[src/rtl/pong_pos_regfile.sv]
// iomem slave: CPU-written shadow positions committed to the renderer at vsync fall, plus buttons and frame counter.
// Optional macro PONG_BTN_DEBOUNCE_EN debounces each button over DEBOUNCE_CYCLES stable cycles.
module pong_pos_regfile #(
    parameter int PADDLE_INIT     = 150,
    parameter int BALL_INIT_X     = 320,
    parameter int BALL_INIT_Y     = 240,
    parameter int DEBOUNCE_CYCLES = 1000000
) (
    input  logic        clk,
    input  logic        reset,
    input  logic        iomem_valid,
    output logic        iomem_ready,
    input  logic [3:0]  iomem_wstrb,
    input  logic [31:0] iomem_addr,
    input  logic [31:0] iomem_wdata,
    output logic [31:0] iomem_rdata,
    input  logic        vsync,
    input  logic [3:0]  btn,
    output logic [9:0]  paddle_left_pos,
    output logic [9:0]  paddle_right_pos,
    output logic [9:0]  ball_pos_x,
    output logic [9:0]  ball_pos_y,
    output logic        frame_tick
);
    // Index 0..3 = left, right, ball x, ball y, matching addr[25:24] of pages 0x04..0x07.
    localparam logic [3:0][9:0] POS_INIT =
        {10'(BALL_INIT_Y), 10'(BALL_INIT_X), 10'(PADDLE_INIT), 10'(PADDLE_INIT)};

    if (DEBOUNCE_CYCLES < 1) begin : g_bad_cfg
        $error("DEBOUNCE_CYCLES must be at least 1");
    end

    logic [7:0]      page;
    logic [1:0]      sel;
    logic            is_pos, is_btn, is_stat, acc, wr_pos, rd_btn, fall;
    logic            ready_q;
    logic [31:0]     rdata_q, rdata_d;
    logic [3:0][9:0] sh_q, sh_d, act_q;
    logic            pending_q, vsync_q, tick_q;
    logic [15:0]     fcnt_q;
    logic [3:0]      sync1_q, sync2_q, level, rise, sticky_q, sticky_d;
    logic            unused_bits;

    assign page    = iomem_addr[31:24];
    assign sel     = iomem_addr[25:24];
    assign is_pos  = (page[7:2] == 6'b000001);
    assign is_btn  = (page[7:2] == 6'b000010);
    assign is_stat = (page == 8'h0C);
    // Unclaimed pages never acknowledge so another slave may answer.
    assign acc     = iomem_valid & ~ready_q & (is_pos | is_btn | is_stat);
    assign wr_pos  = acc & is_pos & (|iomem_wstrb[1:0]);
    assign rd_btn  = acc & is_btn & (iomem_wstrb == 4'd0);
    assign fall    = vsync_q & ~vsync;

    assign unused_bits = ^{iomem_addr[23:0], iomem_wdata[31:10], iomem_wstrb[3:2]};

    always_comb begin
        rdata_d = '0;
        if (acc) begin
            if (is_pos)      rdata_d = {22'd0, sh_q[sel]};
            else if (is_btn) rdata_d = {30'd0, sticky_q[sel], level[sel]};
            else             rdata_d = {fcnt_q, 15'd0, pending_q};
        end
    end

    always_comb begin
        sh_d = sh_q;
        if (wr_pos) begin
            if (iomem_wstrb[0]) sh_d[sel][7:0] = iomem_wdata[7:0];
            if (iomem_wstrb[1]) sh_d[sel][9:8] = iomem_wdata[9:8];
        end
    end

    // A read clears first, a same-cycle press sets afterwards, so the press survives.
    always_comb begin
        sticky_d = sticky_q;
        if (rd_btn) sticky_d[sel] = 1'b0;
        sticky_d = sticky_d | rise;
    end

`ifdef PONG_BTN_DEBOUNCE_EN
    localparam int CW = $clog2(DEBOUNCE_CYCLES + 1);

    for (genvar i = 0; i < 4; i++) begin : g_deb
        logic [CW-1:0] cnt_q;
        logic          lvl_q, hit;

        assign hit      = (sync2_q[i] != lvl_q) && (cnt_q == CW'(DEBOUNCE_CYCLES - 1));
        assign rise[i]  = hit & ~lvl_q;
        assign level[i] = lvl_q;

        always_ff @(posedge clk or posedge reset) begin
            if (reset) begin
                cnt_q <= '0;
                lvl_q <= 1'b0;
            end else begin
                if ((sync2_q[i] == lvl_q) || hit) cnt_q <= '0;
                else                              cnt_q <= cnt_q + CW'(1);
                lvl_q <= lvl_q ^ hit;
            end
        end
    end
`else
    // rise anticipates the level edge so sticky and level flip on the same clock.
    assign level = sync2_q;
    assign rise  = sync1_q & ~sync2_q;
`endif

    always_ff @(posedge clk or posedge reset) begin
        if (reset) begin
            ready_q   <= 1'b0;
            rdata_q   <= '0;
            sh_q      <= POS_INIT;
            act_q     <= POS_INIT;
            pending_q <= 1'b0;
            vsync_q   <= 1'b0;
            tick_q    <= 1'b0;
            fcnt_q    <= '0;
            sync1_q   <= '0;
            sync2_q   <= '0;
            sticky_q  <= '0;
        end else begin
            ready_q   <= acc;
            rdata_q   <= rdata_d;
            sh_q      <= sh_d;
            if (fall && pending_q) act_q <= sh_q;
            pending_q <= wr_pos | (pending_q & ~fall);
            vsync_q   <= vsync;
            tick_q    <= fall;
            if (fall) fcnt_q <= fcnt_q + 16'd1;
            sync1_q   <= btn;
            sync2_q   <= sync1_q;
            sticky_q  <= sticky_d;
        end
    end

    assign iomem_ready      = ready_q;
    assign iomem_rdata      = rdata_q;
    assign paddle_left_pos  = act_q[0];
    assign paddle_right_pos = act_q[1];
    assign ball_pos_x       = act_q[2];
    assign ball_pos_y       = act_q[3];
    assign frame_tick       = tick_q;
endmodule

[config.mk]
export PLATFORM = sky130hd
export DESIGN_NAME = pong_pos_regfile
export DESIGN_NICKNAME = d
export VERILOG_FILES = /design/src/rtl/pong_pos_regfile.sv
export SDC_FILE = /design/constraint.sdc
export NUM_CORES = 1
export LEC_CHECK = 0
export BUFFER_PORTS_ARGS = -buffer_cell sky130_fd_sc_hd__clkbuf_2
export CAP_MARGIN = 5
export CORE_ASPECT_RATIO = 0.9
export CORE_UTILIZATION = 47
export CTS_CLUSTER_SIZE = 8
export DETAILED_ROUTE_END_ITERATION = 16
export PLACE_DENSITY = 0.76
export SETUP_SLACK_MARGIN = 0.02
export SLEW_MARGIN = 15
export SYNTH_ARGS = -nofsm -noshare
export SYNTH_HDL_FRONTEND = slang
export SYNTH_SLANG_ARGS = --single-unit
[constraint.sdc]
create_clock -name clk -period 4.15 [get_ports clk]
set_clock_uncertainty 0.2 [all_clocks]
set_input_delay 0.415 -clock clk [delete_from_list [all_inputs] [get_ports clk]]
set_output_delay 0.415 -clock clk [all_outputs]
set_load 0.02 [all_outputs]
==> results.tsv, run 1 <==
metric	value	unit
post-synthesis async set-or-reset flop share	1.000	
initial core utilization	0.4831	
Num CTS Buffers	17	
critical path arrival	2.79	ns
CTS clk-pin slew, worst paths	0.06	ns
maximum clock path buffer count	2	
Pwr Density	456.1	nW/um^2
Worst Path Required	4.24	ns
flops & latches, synth	138	
initial antenna violation count	0	
Die Footprint	12190	um^2
Achievable Freq	370.1	MHz
Post-DRT Antenna Nets	0	
Total GRT Usage	0.1917	
DR vias/cell	5.112	
Most used DFF post-synth	dfrtp_1	
Die Ht	104.9	um
Worst Hold Class	in -> async	
pin count of the biggest net entering global routing	77	
Post-Synth Adder-Cell Area	0.002265	
commonest non-fill, non-tap cell in the layout	dfrtp_1	
Cell Area, Synth	5524	um^2
sequential-to-total area share from yosys stat	0.6315	
Final period util	0.6510	
Synth Area in Compound Gates	0.01540	
root buffer cell	clkbuf_16	
Multi-input gate area	1931	um^2
post-layout worst setup margin	1.448	ns
first-pass iteration count of the detailed router	4	
crit end category	flip-flop	
Area growth, synth to finish	22.79	%
met1 wire length	4519	um
Least-Margin Pin Slew	0.9773	ns
cts hold-fix bufs	5	
Top Metal Used	met4	
routed len/inst	16.48	um
Netlist cell types	40	
status	finished, final reports clean	
first-pass GRT wire length	17190	um
Worst setup SP type	input pin	
YS warnings	0	
row cnt	37	
Syn Area/Cell	15.26	um^2
DR WL met2	5279	um
Leak Pwr	3.319	nW
Total Wirelength	10580	um
post-route DRC violation count	0	
Vias	3282	
H-tree Lvls	4	
hpwl dp	7021	um
final setup vio count	0	
peak supply drop	0.2110	mV
Inserted Diodes	0	
largest family of logic cells by synthesized area	multiplexers	
Slew Viols, Final	0	
Post-CTS Repair Setup Buffers	0	
Synth Area in Simple Gates	0.08947	
clock sinks	138	
Setup TNS	0	ns
Skew-Pair Late Insertion Delay	0.41	ns
fraction of synthesized cell area in xor and xnor cells	0.02378	
critical path class	in -> reg	
pre-CTS WS	1.391	ns
most frequent cells in the layout	dfrtp_1 (110), clkbuf_2 (97), mux2_2 (81)	
RSZ-0062 raised after global routing	false	
final core occ	0.5932	
CP Max Fanout	40	
min cycle time layout	2.702	ns
cts repair resizes	0	
# fillers	906	
RD Place Congestion	0.7646	
Die X	116.3	um
sequential cell area	3488	um^2
io pins	150	
max cap viols	0	
Final Instance Area	6783	um^2
dpl cell area	6152	um^2
layout cell share with drive strength beyond 1	0.5309	
post-synthesis mux area share	0.2140	
Hold Vio Cnt, Final	0	
met3 wire length	516	um
IO buf count	97	
TritonCTS clock tree	done	
Core Footprint	11430	um^2
vias in the first global route	3351	
EDFF count, synth	0	
grt total ovfl	0	
nets	550	
Slew headroom	0.3461	
DRT iter0 DRCs	179	
Post-Synthesis Cells	362	
==> worst max-delay path, stage by stage <==
cell	delay (ns)
dlygate4sd3_1	0.53
clkbuf_2	0.14
nor2b_1	0.47
nand2_2	0.68
mux2_2	0.51
==> logic make-up after synthesis <==
kind of cell	after synthesis
flip-flops	138
XOR/XNOR	15
buffers and inverters	26
AO/OA/AOI/OAI	14
other	1
adder cells (fa/ha/maj)	1
AND/OR/NAND/NOR	74
multiplexers	93
==> synth_stat cells (all sizes together) (2+ instances only) <==
cell,instances,area share
nand3,8,0.0082
dfrtp,110,0.50
mux2,81,0.17
xor2,5,0.0079
o21ai,7,0.0063
nand2b,2,0.0023
inv,9,0.0061
clkbuf,6,0.0043
mux4,12,0.049
nand4,5,0.0084
o22ai,2,0.0023
buf,11,0.012
dfstp,28,0.13
nor2,7,0.0061
nor4,6,0.012
nor2b,12,0.014
and2,16,0.018
xnor2,10,0.016
nand2,9,0.0061
nor3,4,0.0077
==> power breakdown <==
group | total (mW) | internal [mW] | switching [mW] | leakage (nW)
clock | 1.49 | 0.957 | 0.532 | 0.286
combinational | 0.160 | 0.0690 | 0.0908 | 1.27
sequential | 1.44 | 1.40 | 0.0465 | 1.77
total | 3.09 | 2.42 | 0.669 | 3.32
==> sequential cells by signal, indices dropped and copies added, names as in the netlist, 10 cells and up <==
name / flops
iomem_rdata: 26
ball_pos_y: 10
sh_q: 40
paddle_right_pos: 10
fcnt_q: 16
ball_pos_x: 10
paddle_left_pos: 10
==> layout make-up <==
class | instances | share of cell area
Clock inverter | 8 | 0.01752
Multi-Input combinational cell | 203 | 0.2846
Inverter | 9 | 0.005534
Timing Repair Buffer | 104 | 0.08117
Clock buffer | 24 | 0.06807
Sequential cell | 138 | 0.5143
Tap cell | 156 | 0.02878
==> final timing paths <==
kind / depth (start not counted) / from / slack, ns / end
max: 5 / vsync / 1.45 / paddle_left_pos[0]
min in group clk: 2 / iomem_wdata[3] / 0.08 / sh_q[33]
min: 3 / reset / 0.06 / iomem_rdata[16]
min reg2reg: 0 / sync1_q[1] / 0.18 / level[1]
max reg2reg: 3 / vsync_q / 1.72 / paddle_left_pos[0]
max in group asynchronous: 3 / reset / 3.06 / iomem_rdata[3]
==> per-stage QoR <==
stage	power (mW)	instances	hold slack, ns
CTS	3.116	642	0.07081
global route	3.202	642	0.07833
global placement	1.616	605	0.1675
floorplan	1.571	367	0.1537
detailed placement	1.626	605	0.1743
finish	3.094	642	0.05647
==> metal layers <==
layer	GRT usage	up-vias
li1	-	1497
met1	0.2427	1681
met2	0.3030	80
met3	0.05278	24
met4	0.09158	0
met5	0	-
No activity file was read; power rests on OpenSTA's default activity.
==> run 2, diff against run 1 <==
==> constraint.sdc (replaced) <==
create_clock -name clk -period 2.3 [get_ports clk]
set_clock_uncertainty 0.2 [all_clocks]
set_input_delay 0.23 -clock clk [delete_from_list [all_inputs] [get_ports clk]]
set_output_delay 0.23 -clock clk [all_outputs]
set_load 0.02 [all_outputs]
==> run 2 against run 1 <==
Compared with the run above:
- register-to-register slack worse by 1.4 ns
- sequential share of layout area decreased by 2.4 points
- routed wire length up 1.3%
- total power grew 83%
- clock-buffer cell count shrank 3
- non-clock buffer count rose by 32
- flip-flop and latch count is the same
- critical path depth up 1
- core utilization grew 2.9 points
- sequential power grew 81%
- hold slack lost 0.028 ns
- largest cell class unchanged
==> results.tsv, run 2 (same netlist as run 1, synthesis figures left out) <==
metric	value	unit	change
most frequent cells in the layout	dfrtp_1 (110), clkbuf_2 (97), mux2_2 (81)		
Leak Pwr	3.472	nW	+4.6%
Pint	4.405	mW	+82%
hold_sp	iomem_addr[29]		
Vias	3331		+1.5%
layout cell share with drive strength beyond 1	0.5347		+0.003885
H-tree Lvls	4		unchanged
RR Startpoint	iomem_ready		
nets	582		+5.8%
RD Place Congestion	0.7659		+0.17%
Slew headroom	0.5406		+0.1945
crit path from	iomem_addr[31]		
Setup TNS	0	ns	unchanged
initial core utilization	0.4831		unchanged
Least-Margin Pin Slew	0.6890	ns	-0.2883 ns
Worst setup SP type	input pin		
Reg with most FFs	sh_q		
commonest non-fill, non-tap cell in the layout	dfrtp_1		
io pins	150		unchanged
maximum clock path buffer count	2		unchanged
Inserted Diodes	0		unchanged
Slew Viols, Final	0		unchanged
crit end category	flip-flop		
Hold Path Depth	4		
Hold WS	0.02878	ns	-0.02769 ns
Pwr Density	795.1	nW/um^2	+74%
first-pass GRT wire length	17440	um	+1.5%
initial antenna violation count	0		unchanged
r2r worst-path depth	5		+2
Post-DRT Antenna Nets	0		unchanged
post-route DRC violation count	0		unchanged
Reg power frac	0.461		-0.006
root buffer cell	clkbuf_16		
Num CTS Buffers	17		unchanged
Die Footprint	12190	um^2	unchanged
status	finished, final reports clean		
final setup vio count	0		unchanged
hpwl dp	6927	um	-1.3%
critical path arrival	2.24	ns	-0.55 ns
critical path class	in -> reg		
Worst Path Required	2.39	ns	-1.85 ns
Core Footprint	11430	um^2	unchanged
max cap viols	0		unchanged
Skew-Pair Late Insertion Delay	0.42	ns	about the same
TritonCTS clock tree	done		
min cycle time layout	2.143	ns	
clock sinks	138		unchanged
flop-to-flop setup slack	0.37	ns	-1.35 ns
Final period util	0.9318		
Clock power frac	0.482		about the same
Total Wirelength	10720	um	+1.3%
CP Max Fanout	5		-88%
Largest register FFs	40		unchanged
vias in the first global route	3550		+5.9%
Hold Path End	pending_q		
grt total ovfl	0		unchanged
Switching Share	0.2212		+0.004930
DR vias/cell	4.942		-3.3%
CTS clk-pin slew, worst paths	0.05	ns	about the same
peak supply drop	0.3920	mV	+86%
NetSw	1.252	mW	+87%
Die Ht	104.9	um	unchanged
reg2reg end	sh_q[19]		
routed len/inst	15.91	um	-3.5%
Total GRT Usage	0.1949		+0.003183
DRT iter0 DRCs	210		+17%
Combinational Power Share	0.057		+0.005
RSZ-0062 raised after global routing	false		
Hold Vio Cnt, Final	0		unchanged
Area growth, synth to finish	28.79	%	
Die X	116.3	um	unchanged
IO buf count	97		unchanged
pin count of the biggest net entering global routing	139		+81%
Achievable Freq	466.6	MHz	
row cnt	37		unchanged
dpl cell area	6290	um^2	+2.2%
Final Instance Area	7114	um^2	+4.9%
Worst Hold Class	in -> reg		
# fillers	886		-2.2%
first-pass iteration count of the detailed router	4		unchanged
==> run 2: metrics by stage <==
stage	utilization	setup WS, ns	power (mW)	std cells
after floorplan	-	0.1717	2.834	367
after global placement	0.5501	0.1880	2.927	620
after detailed placement	0.5501	0.1807	2.940	620
after CTS	0.6216	0.1112	5.713	674
after global routing	0.6222	0.06908	5.881	674
final	0.6222	0.1568	5.657	674
==> run 2: area by class of cell <==
cell class | instances | area (um^2) | share of cell area
clock buffer | 21 | 450.4 | 0.06331
clock inverter | 11 | 147.6 | 0.02075
inverter | 9 | 37.54 | 0.005276
multi-input combinational | 203 | 1937 | 0.2722
sequential | 138 | 3488 | 0.4903
tap | 156 | 195.2 | 0.02744
timing repair buffer | 136 | 858.3 | 0.1206
==> run 2: power groups by stage <==
| stage | Combinational [mW] | Clock [mW] | Sequential, mW |
|---|---|---|---|
| 2_1_floorplan | 0.199 | 0 | 2.63 |
| 3_3_place_gp | 0.285 | 0 | 2.64 |
| 3_5_place_dp | 0.293 | 0 | 2.65 |
| 4_1_cts | 0.328 | 2.78 | 2.61 |
| 5_1_grt | 0.358 | 2.90 | 2.62 |
| 6_report | 0.323 | 2.73 | 2.61 |
==> run 2: worst max-delay path: stages <==
cell and delay (ns):
dlygate4sd3_1 0.53, clkbuf_2 0.12, nor4_4 0.36, nand3_2 0.20
nor3_1 0.42, mux2_2 0.38
==> run 2: worst max path at each step <==
stage / endpoint / slack, ns / depth (start not counted)
after floorplan: ball_pos_x[0] / 0.17 / 1
after global placement: sh_q[9] / 0.19 / 5
after CTS: sh_q[9] / 0.11 / 6
after detailed placement: sh_q[9] / 0.18 / 5
final: sh_q[19] / 0.16 / 6
after global routing: sh_q[18] / 0.07 / 6
==> run 2: layer usage <==
metal  routed length (um)  track usage  part of all wire
met2                 5421       0.3077              0.51
met1                 4643       0.2432              0.43
met3                  448      0.05684             0.042
met5                    0            0                 0
met4                  206      0.09707             0.019
==> run 2: repair_timing <==
action                                  4_1_cts  5_1_grt
gates resized for setup                       0        1
buffers inserted                              0        0
hold buffers                                 22        0
hold endpoints to repair                    159        0
endpoints found under the setup margin        0        2
==> run 3, diff against run 2 <==
--- a/config.mk
+++ b/config.mk
@@ -5,13 +5,15 @@
 export SDC_FILE = /design/constraint.sdc
 export NUM_CORES = 1
 export LEC_CHECK = 0
+export ABC_CLOCK_PERIOD_IN_PS = 2300
 export BUFFER_PORTS_ARGS = -buffer_cell sky130_fd_sc_hd__clkbuf_2
 export CAP_MARGIN = 5
 export CORE_ASPECT_RATIO = 0.9
-export CORE_UTILIZATION = 47
+export CORE_UTILIZATION = 49
+export CTS_BUF_LIST = sky130_fd_sc_hd__clkbuf_4 sky130_fd_sc_hd__clkbuf_8
 export CTS_CLUSTER_SIZE = 8
 export DETAILED_ROUTE_END_ITERATION = 16
-export PLACE_DENSITY = 0.76
+export PLACE_DENSITY = 0.87
 export SETUP_SLACK_MARGIN = 0.02
 export SLEW_MARGIN = 15
 export SYNTH_ARGS = -nofsm -noshare
==> run 3 against run 2 <==
Compared with the run above:
- routed wire length fell by 2.1%
- fmax down 3.1%
- non-clock buffer count decreased by 3
- clock power fell by 33%
- die area fell by 4.0%
- first-iteration DRC count fell by 34%
- total power is 16% lower
- hold slack better by 0.023 ns
- register-to-register slack worse by 0.05 ns
- combinational power is 2% lower
- critical endpoint is now sh_q[29]
==> results.tsv, run 3 (same netlist as run 1, synthesis figures left out) <==
metric	value	unit	change
status	finished, final reports clean		
Area growth, synth to finish	24.82	%	
Setup crit end	sh_q[29]		
Num CTS Buffers	17		unchanged
Skew-Pair Late Insertion Delay	0.43	ns	about the same
initial core utilization	0.5068		+0.02368
Total GRT Usage	0.1999		+0.005042
RR Startpoint	fcnt_q[0]		
CP Max Fanout	5		unchanged
final setup vio count	0		unchanged
Core Footprint	10900	um^2	-4.7%
Final period util	0.9619		+0.03006
min cycle time layout	2.212	ns	+0.06913 ns
post-route DRC violation count	0		unchanged
maximum clock path buffer count	2		unchanged
Achievable Freq	452.0	MHz	-3.1%
Total Wirelength	10500	um	-2.1%
Least-Margin Pin Slew	0.6954	ns	+0.006365 ns
DRT iter0 DRCs	138		-34%
reg2reg end	fcnt_q[14]		
Worst Hold Class	in -> reg		
Die Ht	102.7	um	-2.0%
final core occ	0.6326		+0.01041
grt total ovfl	0		unchanged
crit end category	flip-flop		
first-pass iteration count of the detailed router	4		unchanged
Die Footprint	11700	um^2	-4.0%
layout cell share with drive strength beyond 1	0.5417		+0.006999
routed len/inst	15.74	um	-1.0%
RSZ-0062 raised after global routing	true		
Hold Path Depth	5		+1
clock sinks	138		unchanged
Hold Vio Cnt, Final	0		unchanged
io pins	150		unchanged
Largest register FFs	40		unchanged
Worst setup SP type	input pin		
critical path class	in -> reg		
critical path arrival	2.33	ns	+0.09 ns
Reg with most FFs	sh_q		
row cnt	36		-2.7%
power after layout	4.757	mW	-16%
r2r worst-path depth	5		unchanged
peak supply drop	0.4049	mV	+3.3%
initial antenna violation count	0		unchanged
Worst Path Required	2.42	ns	+0.03 ns
flop-to-flop setup slack	0.32	ns	-0.05 ns
H-tree Lvls	4		unchanged
RD Place Congestion	0.8873		+16%
Slew headroom	0.5364		-0.004243
max cap viols	0		unchanged
Vias	3335		+0.12%
Post-DRT Antenna Nets	0		unchanged
pin count of the biggest net entering global routing	139		unchanged
IO buf count	97		unchanged
Slew Viols, Final	0		unchanged
crit path from	iomem_addr[26]		
TritonCTS clock tree	done		
Leak Pwr	3.382	nW	-2.6%
Pwr Density	689.9	nW/um^2	-13%
first-pass GRT wire length	17410	um	-0.20%
commonest non-fill, non-tap cell in the layout	dfrtp_1		
vias in the first global route	3446		-2.9%
CTS clk-pin slew, worst paths	0.07	ns	+0.02 ns
Setup TNS	0	ns	unchanged
hpwl dp	7258	um	+4.8%
DR vias/cell	5.000		+1.2%
nets	579		-0.52%
# fillers	846		-4.5%
Inserted Diodes	0		unchanged
root buffer cell	clkbuf_8		
Die X	113.9	um	-2.0%
most frequent cells in the layout	dfrtp_1 (110), clkbuf_2 (97), mux2_2 (81)		
-- run 3: cell types whose count changed in the layout (fill, tap and decap cells not counted), sizes merged --
cell / change
dlygate4sd3: -2
clkinvlp: -2
clkbuf: +3
bufinv: -2
clkinv: +1
buf: -1
-- run 3: power by group --
| part | internal (mW) | total (mW) | switching [mW] | leakage, nW |
|---|---|---|---|---|
| registers | 2.52 | 2.61 | 0.0863 | 1.77 |
| clock network | 0.979 | 1.83 | 0.855 | 0.196 |
| logic | 0.149 | 0.318 | 0.169 | 1.42 |
| total | 3.65 | 4.76 | 1.11 | 3.38 |
-- run 3: how the worst min path moves through the flow --
stage,startpoint,end
floorplan,btn[0],sync1_q[0]
global placement,btn[2],sync1_q[2]
detailed placement,btn[1],sync1_q[1]
CTS,iomem_wstrb[3],sticky_q[0]
global route,iomem_wstrb[2],sticky_q[0]
finish,iomem_wstrb[2],sticky_q[0]
-- run 3: worst max-delay path, stage by stage --
cell and delay [ns]:
dlygate4sd3_1 0.53, clkbuf_2 0.15, nor2b_1 0.40, nand3_2 0.19, nor3_1 0.44, mux2_2 0.39
-- run 3: final cells by class --
type | count | area, um^2 | share of cell area
sequential | 138 | 3488 | 0.5059
multi-input combinational | 203 | 1936 | 0.2807
timing repair buffer | 133 | 868.3 | 0.1259
clock buffer | 24 | 305.3 | 0.04428
tap | 152 | 190.2 | 0.02758
clock inverter | 8 | 70.07 | 0.01016
inverter | 9 | 37.54 | 0.005444
-- run 3: layer usage --
metal  up-vias  part of all wire  track usage  routed length [um]
met5         -                 0            0                   0
met4         0             0.020      0.08791                 214
met3        21             0.038      0.05232                 400
met2        89              0.49       0.3198                5149
met1      1677              0.45       0.2613                4733
li1       1548                 -            -                   -
-- run 3: through the flow --
stage               std cells  instance area [um^2]  hold WS [ns]  setup WS [ns]
floorplan                 367                  5547       0.06143         0.1717
global placement          615                  6315        0.1382         0.1730
detailed placement        615                  6315        0.1422         0.1739
CTS                       667                  6890       0.02164         0.1615
global route              667                  6895       0.09977        0.01129
finish                    667                  6895       0.05226        0.08763
-- run 3: timing repair --
action / CTS / global route
hold buffers: 20 / 0
buffers inserted: 0 / 0
gates resized for setup: 0 / 1
hold endpoints to repair: 160 / 0
setup endpoints to repair: 0 / 2
